File: src/rtl/cdb_pkg.sv
// Shared common-data-bus definitions: default widths, the no-dependency ROB tag
// and the layout of a queued CDB entry {rob_index, value, next_pc}.
package cdb_pkg;

  localparam int ROB_WIDTH   = 4;
  localparam int ADDR_WIDTH  = 32;
  localparam int VALUE_WIDTH = 32;

  // ROB tag reserved to mean "operand has no pending producer"
  localparam int NON_DEP = (1 << ROB_WIDTH) - 1;

  typedef struct packed {
    logic [ROB_WIDTH-1:0]   rob_index;
    logic [VALUE_WIDTH-1:0] value;
    logic [ADDR_WIDTH-1:0]  next_pc;
  } cdb_entry_t;

  // Flattened entry: next_pc in the low bits, value above it, rob_index on top.
  function automatic int entry_width(input int rob_w, input int addr_w);
    return rob_w + VALUE_WIDTH + addr_w;
  endfunction

  function automatic int value_lsb(input int addr_w);
    return addr_w;
  endfunction

  function automatic int rob_lsb(input int addr_w);
    return addr_w + VALUE_WIDTH;
  endfunction

endpackage

File: src/rtl/cdb_arbiter_if.sv
// Producer-channel and broadcast bundle of the CDB arbiter; slave = arbiter side,
// master = producers plus CDB consumers.
interface cdb_arbiter_if #(
  parameter int NUM_SRC    = 2,
  parameter int ROB_WIDTH  = cdb_pkg::ROB_WIDTH,
  parameter int ADDR_WIDTH = cdb_pkg::ADDR_WIDTH
);
  localparam int SRC_W = $clog2(NUM_SRC);

  logic [NUM_SRC-1:0]            src_valid;
  logic [NUM_SRC-1:0]            src_ready;
  logic [NUM_SRC*ROB_WIDTH-1:0]  src_rob_index;
  logic [NUM_SRC*32-1:0]         src_value;
  logic [NUM_SRC*ADDR_WIDTH-1:0] src_next_pc;

  logic                  cdb_valid;
  logic [ROB_WIDTH-1:0]  cdb_rob_index;
  logic [31:0]           cdb_value;
  logic [ADDR_WIDTH-1:0] cdb_next_pc;
  logic [SRC_W-1:0]      cdb_src_id;

  modport master (
    output src_valid, src_rob_index, src_value, src_next_pc,
    input  src_ready, cdb_valid, cdb_rob_index, cdb_value, cdb_next_pc, cdb_src_id
  );

  modport slave (
    input  src_valid, src_rob_index, src_value, src_next_pc,
    output src_ready, cdb_valid, cdb_rob_index, cdb_value, cdb_next_pc, cdb_src_id
  );
endinterface

File: src/rtl/cdb_fifo.sv
// Per-channel result queue; the head is read combinationally so the arbiter can
// pop and register it onto the bus in the same cycle.
module cdb_fifo #(
  parameter int WIDTH = 8,
  parameter int DEPTH = 2
) (
  input  logic             clk,
  input  logic             rst_n,
  input  logic             flush,
  input  logic             push,
  input  logic             pop,
  input  logic [WIDTH-1:0] din,
  output logic [WIDTH-1:0] dout,
  output logic             empty,
  output logic             full
);
  localparam int PTR_W = $clog2(DEPTH);
  localparam int CNT_W = $clog2(DEPTH + 1);

  logic [WIDTH-1:0] mem [DEPTH];
  logic [PTR_W-1:0] wr_ptr_reg;
  logic [PTR_W-1:0] rd_ptr_reg;
  logic [CNT_W-1:0] count_reg;
  logic             push_ok;
  logic             pop_ok;

  assign full    = (count_reg == CNT_W'(DEPTH));
  assign empty   = (count_reg == '0);
  // A full queue never takes a push, even alongside a pop; flush wins over both.
  assign push_ok = push & ~full & ~flush;
  assign pop_ok  = pop & ~empty & ~flush;
  assign dout    = mem[rd_ptr_reg];

  always_ff @(posedge clk) begin
    if (push_ok) begin
      mem[wr_ptr_reg] <= din;
    end
  end

  // DEPTH is a power of two, so the pointers wrap naturally.
  always_ff @(posedge clk or negedge rst_n) begin
    if (!rst_n) begin
      wr_ptr_reg <= '0;
      rd_ptr_reg <= '0;
      count_reg  <= '0;
    end else if (flush) begin
      wr_ptr_reg <= '0;
      rd_ptr_reg <= '0;
      count_reg  <= '0;
    end else begin
      if (push_ok) wr_ptr_reg <= wr_ptr_reg + PTR_W'(1);
      if (pop_ok)  rd_ptr_reg <= rd_ptr_reg + PTR_W'(1);
      if (push_ok && !pop_ok)      count_reg <= count_reg + CNT_W'(1);
      else if (!push_ok && pop_ok) count_reg <= count_reg - CNT_W'(1);
    end
  end
endmodule

File: src/rtl/cdb_arbiter.sv
// Common data bus arbiter: queues results from NUM_SRC producers and broadcasts
// one per cycle, chosen round-robin after the last granted channel.
module cdb_arbiter #(
  parameter int NUM_SRC    = 2,
  parameter int ROB_WIDTH  = cdb_pkg::ROB_WIDTH,
  parameter int ADDR_WIDTH = cdb_pkg::ADDR_WIDTH,
  parameter int QDEPTH     = 2
) (
  input  logic         clk_in,
  input  logic         rst_n_in,
  input  logic         rdy_in,
  input  logic         flush_in,
  cdb_arbiter_if.slave bus
);
  localparam int SRC_W   = $clog2(NUM_SRC);
  localparam int VW      = cdb_pkg::VALUE_WIDTH;
  localparam int ENTRY_W = cdb_pkg::entry_width(ROB_WIDTH, ADDR_WIDTH);
  localparam int VAL_LSB = cdb_pkg::value_lsb(ADDR_WIDTH);
  localparam int ROB_LSB = cdb_pkg::rob_lsb(ADDR_WIDTH);

  logic [NUM_SRC-1:0]    push;
  logic [NUM_SRC-1:0]    pop;
  logic [NUM_SRC-1:0]    empty;
  logic [NUM_SRC-1:0]    full;
  logic [ENTRY_W-1:0]    head [NUM_SRC];
  logic [ENTRY_W-1:0]    head_sel;
  logic                  grant_valid;
  logic [SRC_W-1:0]      grant_id;
  logic [SRC_W-1:0]      cand;
  logic                  advance;

  logic [SRC_W-1:0]      last_grant_reg;
  logic                  cdb_valid_reg;
  logic [ROB_WIDTH-1:0]  cdb_rob_index_reg;
  logic [VW-1:0]         cdb_value_reg;
  logic [ADDR_WIDTH-1:0] cdb_next_pc_reg;
  logic [SRC_W-1:0]      cdb_src_id_reg;

  assign advance       = rdy_in & ~flush_in;
  assign bus.src_ready = ~full;

  generate
    for (genvar gi = 0; gi < NUM_SRC; gi++) begin : g_chan
      assign push[gi] = bus.src_valid[gi] & ~full[gi] & advance;
      assign pop[gi]  = grant_valid & (grant_id == SRC_W'(gi)) & advance;

      cdb_fifo #(
        .WIDTH (ENTRY_W),
        .DEPTH (QDEPTH)
      ) u_fifo (
        .clk   (clk_in),
        .rst_n (rst_n_in),
        .flush (flush_in & rdy_in),
        .push  (push[gi]),
        .pop   (pop[gi]),
        .din   ({bus.src_rob_index[gi*ROB_WIDTH +: ROB_WIDTH],
                 bus.src_value[gi*VW +: VW],
                 bus.src_next_pc[gi*ADDR_WIDTH +: ADDR_WIDTH]}),
        .dout  (head[gi]),
        .empty (empty[gi]),
        .full  (full[gi])
      );
    end
  endgenerate

  // Scan starting just after the last winner; the first non-empty channel wins.
  always_comb begin
    grant_valid = 1'b0;
    grant_id    = '0;
    cand        = '0;
    for (int k = 1; k <= NUM_SRC; k++) begin
      cand = SRC_W'((int'(last_grant_reg) + k) % NUM_SRC);
      if (!grant_valid && !empty[cand]) begin
        grant_valid = 1'b1;
        grant_id    = cand;
      end
    end
  end

  assign head_sel = head[grant_id];

  always_ff @(posedge clk_in or negedge rst_n_in) begin
    if (!rst_n_in) begin
      cdb_valid_reg     <= 1'b0;
      cdb_rob_index_reg <= '0;
      cdb_value_reg     <= '0;
      cdb_next_pc_reg   <= '0;
      cdb_src_id_reg    <= '0;
      last_grant_reg    <= SRC_W'(NUM_SRC - 1);
    end else if (!rdy_in) begin
      cdb_valid_reg <= 1'b0;
    end else if (flush_in) begin
      cdb_valid_reg  <= 1'b0;
      last_grant_reg <= SRC_W'(NUM_SRC - 1);
    end else if (grant_valid) begin
      cdb_valid_reg     <= 1'b1;
      cdb_rob_index_reg <= head_sel[ROB_LSB +: ROB_WIDTH];
      cdb_value_reg     <= head_sel[VAL_LSB +: VW];
      cdb_next_pc_reg   <= head_sel[0 +: ADDR_WIDTH];
      cdb_src_id_reg    <= grant_id;
      last_grant_reg    <= grant_id;
    end else begin
      // Payload keeps its last value; only the strobe drops.
      cdb_valid_reg <= 1'b0;
    end
  end

  assign bus.cdb_valid     = cdb_valid_reg;
  assign bus.cdb_rob_index = cdb_rob_index_reg;
  assign bus.cdb_value     = cdb_value_reg;
  assign bus.cdb_next_pc   = cdb_next_pc_reg;
  assign bus.cdb_src_id    = cdb_src_id_reg;
endmodule

File: src/flat_wrapper.sv
// flat-port wrapper written by rule: the top's interface ports become plain ports
module cdb_arbiter_flat 
#(
  parameter int NUM_SRC    = 2,
  parameter int ROB_WIDTH  = cdb_pkg::ROB_WIDTH,
  parameter int ADDR_WIDTH = cdb_pkg::ADDR_WIDTH,
  parameter int QDEPTH     = 2
)
  (clk_in, rst_n_in, rdy_in, flush_in, bus_src_valid, bus_src_rob_index, bus_src_value, bus_src_next_pc, bus_src_ready, bus_cdb_valid, bus_cdb_rob_index, bus_cdb_value, bus_cdb_next_pc, bus_cdb_src_id);
  cdb_arbiter_if #(.NUM_SRC(NUM_SRC), .ROB_WIDTH(ROB_WIDTH), .ADDR_WIDTH(ADDR_WIDTH)) bus_i ();
  input  logic clk_in;
  input  logic rst_n_in;
  input  logic rdy_in;
  input  logic flush_in;
  input wire logic [$bits(bus_i.src_valid)-1:0] bus_src_valid;
  input wire logic [$bits(bus_i.src_rob_index)-1:0] bus_src_rob_index;
  input wire logic [$bits(bus_i.src_value)-1:0] bus_src_value;
  input wire logic [$bits(bus_i.src_next_pc)-1:0] bus_src_next_pc;
  output wire logic [$bits(bus_i.src_ready)-1:0] bus_src_ready;
  output wire logic [$bits(bus_i.cdb_valid)-1:0] bus_cdb_valid;
  output wire logic [$bits(bus_i.cdb_rob_index)-1:0] bus_cdb_rob_index;
  output wire logic [$bits(bus_i.cdb_value)-1:0] bus_cdb_value;
  output wire logic [$bits(bus_i.cdb_next_pc)-1:0] bus_cdb_next_pc;
  output wire logic [$bits(bus_i.cdb_src_id)-1:0] bus_cdb_src_id;
  assign bus_i.src_valid = bus_src_valid;
  assign bus_i.src_rob_index = bus_src_rob_index;
  assign bus_i.src_value = bus_src_value;
  assign bus_i.src_next_pc = bus_src_next_pc;
  assign bus_src_ready = bus_i.src_ready;
  assign bus_cdb_valid = bus_i.cdb_valid;
  assign bus_cdb_rob_index = bus_i.cdb_rob_index;
  assign bus_cdb_value = bus_i.cdb_value;
  assign bus_cdb_next_pc = bus_i.cdb_next_pc;
  assign bus_cdb_src_id = bus_i.cdb_src_id;
  cdb_arbiter #(.NUM_SRC(NUM_SRC), .ROB_WIDTH(ROB_WIDTH), .ADDR_WIDTH(ADDR_WIDTH), .QDEPTH(QDEPTH)) u_core (.clk_in(clk_in), .rst_n_in(rst_n_in), .rdy_in(rdy_in), .flush_in(flush_in), .bus(bus_i));
endmodule
File: config.mk
export PLATFORM = sky130hd
export DESIGN_NAME = cdb_arbiter_flat
export DESIGN_NICKNAME = d
export VERILOG_FILES = /design/src/rtl/cdb_pkg.sv /design/src/rtl/cdb_arbiter_if.sv /design/src/rtl/cdb_fifo.sv /design/src/rtl/cdb_arbiter.sv /design/src/flat_wrapper.sv
export SDC_FILE = /design/constraint.sdc
export NUM_CORES = 1
export LEC_CHECK = 0
export BUFFER_PORTS_ARGS = -buffer_cell sky130_fd_sc_hd__buf_2
export CORE_ASPECT_RATIO = 1.1
export CORE_MARGIN = 4
export CORE_UTILIZATION = 50
export DETAILED_ROUTE_END_ITERATION = 10
export GPL_ROUTABILITY_DRIVEN = 0
export HOLD_SLACK_MARGIN = 0.03
export PLACE_DENSITY = 0.77
export SLEW_MARGIN = 0
export SYNTH_ARGS = -nofsm -noshare
export SYNTH_HDL_FRONTEND = slang
export SYNTH_SLANG_ARGS = --single-unit
File: constraint.sdc
create_clock -name clk_in -period 4.1 [get_ports clk_in]
set_input_delay 0.41 -clock clk_in [delete_from_list [all_inputs] [get_ports clk_in]]
set_output_delay 0.41 -clock clk_in [all_outputs]
set_load 0.03 [all_outputs]
==> results of run 1 <==
-- routing by layer --
layer	GRT usage [%]	share of wire, %	vias to the layer above
met5	0	0	-
met4	5.11	2.0	0
met3	3.74	6.4	36
met2	33.3	51	277
met1	25.0	40	3695
li1	-	-	3263
-- metrics by stage --
| stage | utilization (%) | area (um^2) | setup WS, ns |
|---|---|---|---|
| CTS | 60.8 | 15500 | 1.48 |
| global route | 60.8 | 15500 | 1.29 |
| global placement | 56.5 | 14400 | 1.59 |
| detailed placement | 56.5 | 14400 | 1.50 |
| finish | 60.8 | 15500 | 1.48 |
| floorplan | - | 13100 | -0.247 |
-- final timing paths --
check / from / endpoint / slack [ns] / cells past startpoint
worst max-delay path: u_core.g_chan[0].u_fifo.count_reg[0] / u_core.bus.cdb_next_pc[12] / 1.48 / 4
worst min-delay path: bus_src_value[8] / u_core.g_chan[0].u_fifo.mem[0][40] / 0.09 / 1
worst max register to register: u_core.g_chan[0].u_fifo.count_reg[0] / u_core.bus.cdb_next_pc[12] / 1.48 / 4
worst min register to register: u_core.bus.cdb_next_pc[13] / u_core.bus.cdb_next_pc[13] / 0.48 / 2
max in group asynchronous: rst_n_in / u_core.g_chan[1].u_fifo.rd_ptr_reg / 3.12 / 1
min in group asynchronous: rst_n_in / u_core.bus.cdb_value[28] / 0.12 / 1
-- power breakdown --
part,total (W),leakage (nW),switching [W],internal (W)
registers,0.00492,3.45,0.000580,0.00435
logic,0.00256,1.85,0.00157,0.000995
clock network,0.00298,0.524,0.00128,0.00170
total,0.0105,5.83,0.00343,0.00704
-- placed cells by master (no fill, tap or decap), drive strengths merged, types with 5 or more instances in the layout --
master / n
buf: 222
inv: 7
nand2b: 5
nand2: 74
mux2i: 137
edfxtp: 272
clkbuf: 51
dfrtp: 78
clkinv: 11
o221ai: 70
a21oi: 5
nor2: 5
-- final cells by class --
class,instances,area [um^2],area share (%)
clock buffers,51,988,6.38
repair buffers,222,1160,7.49
well taps,346,433,2.79
multi-input cells,321,2650,17.1
flip-flops and latches,351,10200,65.5
clock inverters,15,93.8,0.605
inverters,5,18.8,0.121
diodes,3,7.51,0.0484
-- cells by family after synthesis --
| logic type | Yosys count | share of synthesized area [%] |
|---|---|---|
| AO/OA/AOI/OAI | 85 | 6.12 |
| flip-flops | 351 | 77.7 |
| adder cells (fa/ha/maj) | 1 | 0.0958 |
| multiplexers | 138 | 10.6 |
| buffers and inverters | 47 | 2.18 |
| AND/OR/NAND/NOR | 93 | 3.03 |
| XOR/XNOR | 4 | 0.268 |
==> metrics, run 1 <==
most common cell in the synthesized netlist edfxtp_1; Post-CTS Hold Fix Bufs 0; drc violations 0; Post-DRT Antenna Nets 0; Chip Height 177 um; number of synthesized register bits 351; Gates resized, CTS repair 0; Leakage 5.83 nW; CTS tree done; crit-path cells o41ai_4 > buf_4 > nand2_1 > o221ai_1; CP startpoint kind flop; wire per inst 21.3 um; Initial Utilization 51.2%; CTS sink count 351; die area 28800 um^2; power per cell area 675 nW/um^2; ranking of synthesized cells by area edfxtp_1 63%, dfrtp_1 15%, mux2i_1 11%, o221ai_1 4.0%, nand2_1 2.1%; mean area per synthesized cell 18.2 um^2; worst min path class input port to flop; clk_skew 0.0174 ns; layout cells sized above 1 30.5%; vias per cell 5.53; Num CTS Buffers 36; IO Pins 214; core area 25500 um^2; DP HPWL 17.1 mm; fmax 381 MHz; Rel. slew slack 24.6%; NumNets Final 1080; final setup fails 0; CP Capture Type flop; Synth area leader edfxtp_1; Slew Viols, Final 0; RSZ-0062 raised after global routing no; setup_tns 0 ns; Synth top area share 62.6%; max reg flops 272; first-pass GRT wire length 42.0 mm; worst-margin pin slew 1.13 ns; Unique masters post-synth 36; TritonRoute pass-1 iters 5; max-cap violation count 0; CP required 4.49 ns; initial antenna violation count 2; Initial DRC Count 558; Synthesis Warnings 0; delay-heaviest family, CP compound AO/OA/AOI/OAI gates; chip width 162 um; Arrival @ worst endpoint 3.02 ns; Syn Inst Count 719; filler instances 1917; root buf cell clkbuf_16; Worst Path Buf+Inv 1; Cell Rows 61; CP max stage delay 1.03 ns; hold slack 0.0903 ns; Async S/R FF share, synth 22.5%; Total GRT Usage 19.2%; worst-path fanout max 54; Post-synth top cells 272 x edfxtp_1, 137 x mux2i_1, 78 x dfrtp_1; Layout area overhead 18.8%; Mapped Area 13100 um^2; Final Cycle Share 64.0%; final hold violation count 0; Routed WL 27.9 mm; Clock Tree Buf Depth 3; PortBufs 213; routed vias 7271; sequential area share after synthesis 77.7%; Tot Pwr 0.0105 W; placed cell count 1245; VDD IR max 0.492 mV; post-CTS setup buffers 0; Post-synth EDFFs 272; clk_lat worst skew 0.51 ns; fin crit period 2.62 ns; CP max stage cell o41ai_4; status finished, final reports clean; CP Class flop to flop; Synth Net Count 862; main flop type after synthesis edfxtp_1; largest net degree at the start of global routing 80; Reg clk slew, reported paths 0.06 ns; vias in the first global route 7442; H-tree level count 2; Congestion Overflow GR 0; post-route insts no fill 1314
Power figures use the tool's default switching activity.
==> inputs of run 2 (changes only) <==
ABC_AREA = 1   (was not set)
CORE_UTILIZATION = 51   (was 50)
PLACE_DENSITY = 0.78   (was 0.77)
clock period = 2.2 ns   (was 4.1 ns; I/O delays follow)
==> run 2 against run 1 <==
  * Sequential share of layout area shrank 7.3 points
  * Non-clock buffer count grew 149
  * Clock skew grew 0.0011 ns
  * Global-route usage grew 4.3 points
  * First-iteration DRC count grew 24%
  * Sequential cell count is the same
  * Sequential power grew 75%
  * Clock power grew 95%
  * Synthesized cell count grew 50%
==> metrics, run 2 <==
status finished, final reports clean; core area 25600 um^2; Post-synth EDFFs 272; Cell Rows 61; Arrival @ worst endpoint 2.19 ns; fin crit period 1.77 ns; clk_skew 0.0185 ns; filler instances 1758; Routed WL 33.7 mm; NumNets Final 1578; die area 28900 um^2; wire per inst 18.7 um; Unique masters post-synth 27; Reg clk slew, reported paths 0.06 ns; CP startpoint kind flop; H-tree level count 2; worst min path class input port to flop; vias in the first global route 9899; clk_lat worst skew 0.50 ns; initial antenna violation count 2; number of synthesized register bits 351; Mapped Area 13400 um^2; mean area per synthesized cell 12.4 um^2; CP max stage delay 0.44 ns; sequential cell area 10200 um^2; final setup fails 0; Leakage 7.31 nW; ranking of synthesized cells by area edfxtp_1 61%, nand2_1 15%, dfrtp_1 15%, mux2i_1 2.0%, nand3_1 1.9%; power per cell area 1160 nW/um^2; Synthesis Warnings 0; PortBufs 213; TritonRoute pass-1 iters 5; Chip Height 178 um; fmax 565 MHz; CP Capture Type flop; first-pass GRT wire length 52.4 mm; setup_tns 0 ns; IO Pins 214; routed vias 9424; crit-path cells nor2_2 > inv_2 > a21oi_1 > nand2_1 > buf_4 > inv_2 > buf_12 > nand2_1 > nand3_1; Synth area leader edfxtp_1; worst-margin pin slew 0.737 ns; largest net degree at the start of global routing 71; Synth Net Count 1218; final hold violation count 0; Slew Viols, Final 0; most common cell after layout, fill and taps aside nand2_1; Syn Inst Count 1075; Synth top area share 61.1%; DP HPWL 18.9 mm; CP max stage cell dfrtp_1; Total GRT Usage 23.4%; sequential area share after synthesis 75.9%; max reg flops 272; Num CTS Buffers 35; chip width 162 um; Post-DRT Antenna Nets 0; CP Class flop to flop; layout cells sized above 1 21.1%; Post-synth top cells 525 x nand2_1, 272 x edfxtp_1, 78 x dfrtp_1; Rel. slew slack 50.9%; Layout area overhead 30.7%; worst-path fanout max 43; CTS tree done; drc violations 0; Gates resized, CTS repair 0; CP required 2.62 ns; Clock Tree Buf Depth 3; Final Cycle Share 80.5%; Async S/R FF share, synth 22.5%; Initial DRC Count 694; main flop type after synthesis edfxtp_1; hold slack 0.100 ns; footprint of the multi-input gates 2940 um^2; post-CTS setup buffers 0; root buf cell clkbuf_16; highest-count cells in the layout ignoring fill and taps 523 x nand2_1, 272 x edfxtp_1, 212 x buf_2; max-cap violation count 0; CTS sink count 351; Initial Utilization 52.2%; VDD IR max 0.910 mV; most common cell in the synthesized netlist nand2_1; vias per cell 5.22; RSZ-0062 raised after global routing no; Congestion Overflow GR 0
run 2: cell count changes after synthesis, moves of 4 or more:
cell | previous run | this run
nand2_1 | 74 | 525
clkbuf_1 | 12 | 16
buf_6 | 11 | 6
nand3_1 | 2 | 51
buf_2 | 17 | 22
o221ai_1 | 60 | 0
o211ai_1 | 0 | 27
o221ai_2 | 10 | 0
mux2i_1 | 137 | 27
nand2b_1 | 4 | 0
inv_2 | 0 | 9
run 2: per-stage QoR:
| stage | power (W) | worst slack, ns | cell area, um^2 | instances | utilization, % |
|---|---|---|---|---|---|
| floorplan | 0.0124 | 0.0120 | 13400 | 1075 | - |
| global placement | 0.0141 | 0.535 | 15000 | 1607 | 58.5 |
| detailed placement | 0.0143 | 0.471 | 15000 | 1607 | 58.5 |
| CTS | 0.0203 | 0.456 | 17500 | 1805 | 68.3 |
| global route | 0.0213 | 0.282 | 17500 | 1806 | 68.3 |
| finish | 0.0203 | 0.430 | 17500 | 1806 | 68.3 |
run 2: power by group:
part           switching (W)  total, W  internal [W]  leakage [nW]
clock                0.00235   0.00580       0.00345         0.546
sequential          0.000518   0.00861       0.00809          3.46
combinational        0.00402   0.00584       0.00182          3.31
total                0.00688    0.0203        0.0134          7.31
run 2: layout make-up:
type                            count  area share (%)
Clock inverter                      4           0.258
Tap cell                          346            2.48
Clock buffer                       57            6.15
Timing Repair Buffer              371            15.7
Multi-Input combinational cell    658            16.8
Sequential cell                   351            58.1
Inverter                           18           0.387
Antenna cell                        1          0.0143
run 2: kinds of logic (layout without fill, tap and decap cells):
family | count (synthesis) | after routing | synth area share, %
DFF | 351 | 351 | 75.9
AOI/OAI and AO/OA | 39 | 39 | 2.02
other | 0 | 1 | 0
adders and majority gates | 1 | 1 | 0.0936
buffers and inverters | 66 | 450 | 2.51
muxes | 27 | 27 | 2.02
and+or+nand+nor | 591 | 591 | 17.4
run 2: what timing repair did:
item,in CTS,in global routing
hold buffers,137,0
endpoints found under the hold margin,319,0
endpoints found under the setup margin,0,0
run 2: worst paths after layout:
kind / startpoint / slack [ns] / end / cells past startpoint
worst min-delay path: flush_in / 0.10 / u_core.bus.cdb_valid / 4
worst max-delay path: u_core.g_chan[0].u_fifo.count_reg[1] / 0.43 / u_core.bus.cdb_next_pc[18] / 9
min in group asynchronous: rst_n_in / 0.33 / u_core.bus.cdb_value[26] / 2
max in group asynchronous: rst_n_in / 1.22 / u_core.bus.cdb_next_pc[23] / 3
worst min register to register: u_core.bus.cdb_src_id / 0.48 / u_core.bus.cdb_src_id / 2
worst max register to register: u_core.g_chan[0].u_fifo.count_reg[1] / 0.43 / u_core.bus.cdb_next_pc[18] / 9
run 2: routing by layer:
metal  up-vias  GRT usage, %  share of wire (%)
met5         -             0              0.056
li1       4358             -                  -
met3        69          4.48                7.1
met4         2          8.35                2.9
met2       407          41.9                 52
met1      4588          28.4                 38
run 2: critical path, delay by kind of cell, from the launching register on:
family,cells,cell delay (ns)
AO/OA/AOI/OAI,1,0.14
buffers and inverters,4,0.60
flip-flops,1,0.44
AND/OR/NAND/NOR,4,0.48
==> inputs of run 3 (changes only) <==
ABC_AREA = 0   (was 1)
CORE_UTILIZATION = 56   (was 51)
PLACE_DENSITY = 0.81   (was 0.78)
clock period = 1.8 ns   (was 2.2 ns; I/O delays follow)
==> run 3 against run 2 <==
  * Utilization rose by 7.1 points
  * Setup slack got worse by 0.30 ns
  * First-iteration DRC count shrank 6.5%
  * Critical path depth is 4 lower
  * Sequential cell count stayed put
  * Register-to-register slack got worse by 0.30 ns
  * Critical path type unchanged
  * Wire length down 2.2%
  * Worst hold slack got worse by 0.054 ns
==> metrics, run 3 (synthesized netlist as in run 1, its figures left out) <==
worst-margin pin slew 0.411 ns; Num CTS Buffers 35; root buf cell clkbuf_16; RSZ-0062 raised after global routing no; worst-path fanout max 15; sequential cell area 10200 um^2; drc violations 0; max reg flops 272; post-CTS setup buffers 0; IO Pins 214; CP Capture Type flop; vias in the first global route 8957; Rel. slew slack 72.5%; Reg clk slew, reported paths 0.07 ns; Layout area overhead 32.5%; most common cell after layout, fill and taps aside edfxtp_1; Routed WL 33.0 mm; Total GRT Usage 25.4%; Initial DRC Count 649; fin crit period 1.67 ns; CTS tree done; filler instances 1312; H-tree level count 2; fmax 597 MHz; TritonRoute pass-1 iters 5; die area 25800 um^2; CP Class flop to flop; Clock Tree Buf Depth 3; chip width 154 um; NumNets Final 1239; R2R depth 5; final setup fails 0; routed vias 8186; status finished, final reports clean; hold depth 3; initial antenna violation count 2; wire per inst 23.2 um; Slew Viols, Final 0; Chip Height 168 um; design area 17300 um^2; first-pass GRT wire length 50.7 mm; Congestion Overflow GR 0; power per cell area 1450 nW/um^2; largest net degree at the start of global routing 44; Initial Utilization 56.9%; met1 Use GR 30.6%; CTS sink count 351; GR Util met2 47.0%; Arrival @ worst endpoint 2.09 ns; max-cap violation count 0; DP HPWL 18.3 mm; GRT met3 Usage 3.83%; worst min path class input port to flop; Leakage 6.61 nW; VDD IR max 0.949 mV; clk_lat worst skew 0.50 ns; footprint of the multi-input gates 2680 um^2; CP required 2.21 ns; Final Cycle Share 93.0%; Post-DP Area 14800 um^2; Post-DRT Antenna Nets 0; core area 22900 um^2; fin util 75.4%; CP startpoint kind flop; highest-count cells in the layout ignoring fill and taps 272 x edfxtp_1, 212 x buf_2, 137 x mux2i_1, 137 x dlygate4sd3_1; vias per cell 5.75; clk_skew 0.0153 ns; Cell Rows 58; PortBufs 213; layout cells sized above 1 28.9%; GR peak layer met2; final hold violation count 0
run 3: cell count changes in the layout (fill, tap and decap cells not counted), sizes merged, moves of 5 or more:
cell    delta
nand2b     +5
nand3     -49
inv       -13
mux2i    +110
nand2    -453
buf       +11
o211ai    -27
o221ai    +70
nor2       -6
run 3: cell type report:
class,count,area share [%]
clock buffer,53,5.99
sequential,351,58.7
timing repair buffer,382,16.9
clock inverter,10,0.615
multi-input combinational,321,15.5
inverter,5,0.108
antenna,2,0.0289
tap,300,2.17
run 3: report_power, final:
part | internal, W | total [W] | switching, W
registers | 0.00991 | 0.0107 | 0.000762
logic | 0.00278 | 0.00725 | 0.00447
clock network | 0.00427 | 0.00719 | 0.00291
run 3: path summary, 6_finish.rpt:
kind	start	end	slack, ns
min in group asynchronous	rst_n_in	u_core.bus.cdb_value[17]	0.13
max in group asynchronous	rst_n_in	u_core.bus.cdb_next_pc[26]	1.08
worst max-delay path	u_core.g_chan[1].u_fifo.count_reg[0]	u_core.bus.cdb_value[23]	0.13
worst min register to register	u_core.bus.cdb_rob_index[1]	u_core.bus.cdb_rob_index[1]	0.49
worst min-delay path	flush_in	u_core.g_chan[1].u_fifo.count_reg[1]	0.05
worst max register to register	u_core.g_chan[1].u_fifo.count_reg[0]	u_core.bus.cdb_value[23]	0.13
run 3: worst max-delay path, stage by stage, from the launching register on:
cell	delay [ns]
dfrtp_1	0.43
buf_4	0.18
o41ai_4	0.46
buf_4	0.32
nand2_1	0.11
o221ai_1	0.09
run 3: stage by stage:
step | worst slack (ns) | total power [W] | hold WS (ns) | cells | TNS (ns)
floorplan | -0.505 | 0.0154 | -0.116 | 719 | -115.30
global placement | 0.134 | 0.0175 | 0.103 | 1222 | 0
detailed placement | 0.107 | 0.0177 | 0.104 | 1222 | 0
CTS | 0.0683 | 0.0251 | 0.0321 | 1422 | 0
global route | 0.00415 | 0.0261 | 0.0595 | 1424 | 0
finish | 0.125 | 0.0251 | 0.0464 | 1424 | 0
run 3: metal layers:
metal | wire length (um) | share of wire (%)
met3 | 2460 | 7.5
met1 | 11700 | 35
met2 | 17900 | 54
met5 | 0 | 0
met4 | 970 | 2.9
run 3: repair_timing:
item | in CTS | in global routing
hold buffers | 137 | 0
resized for setup | 0 | 4
setup endpoints to repair | 0 | 1
endpoints found under the hold margin | 350 | 0
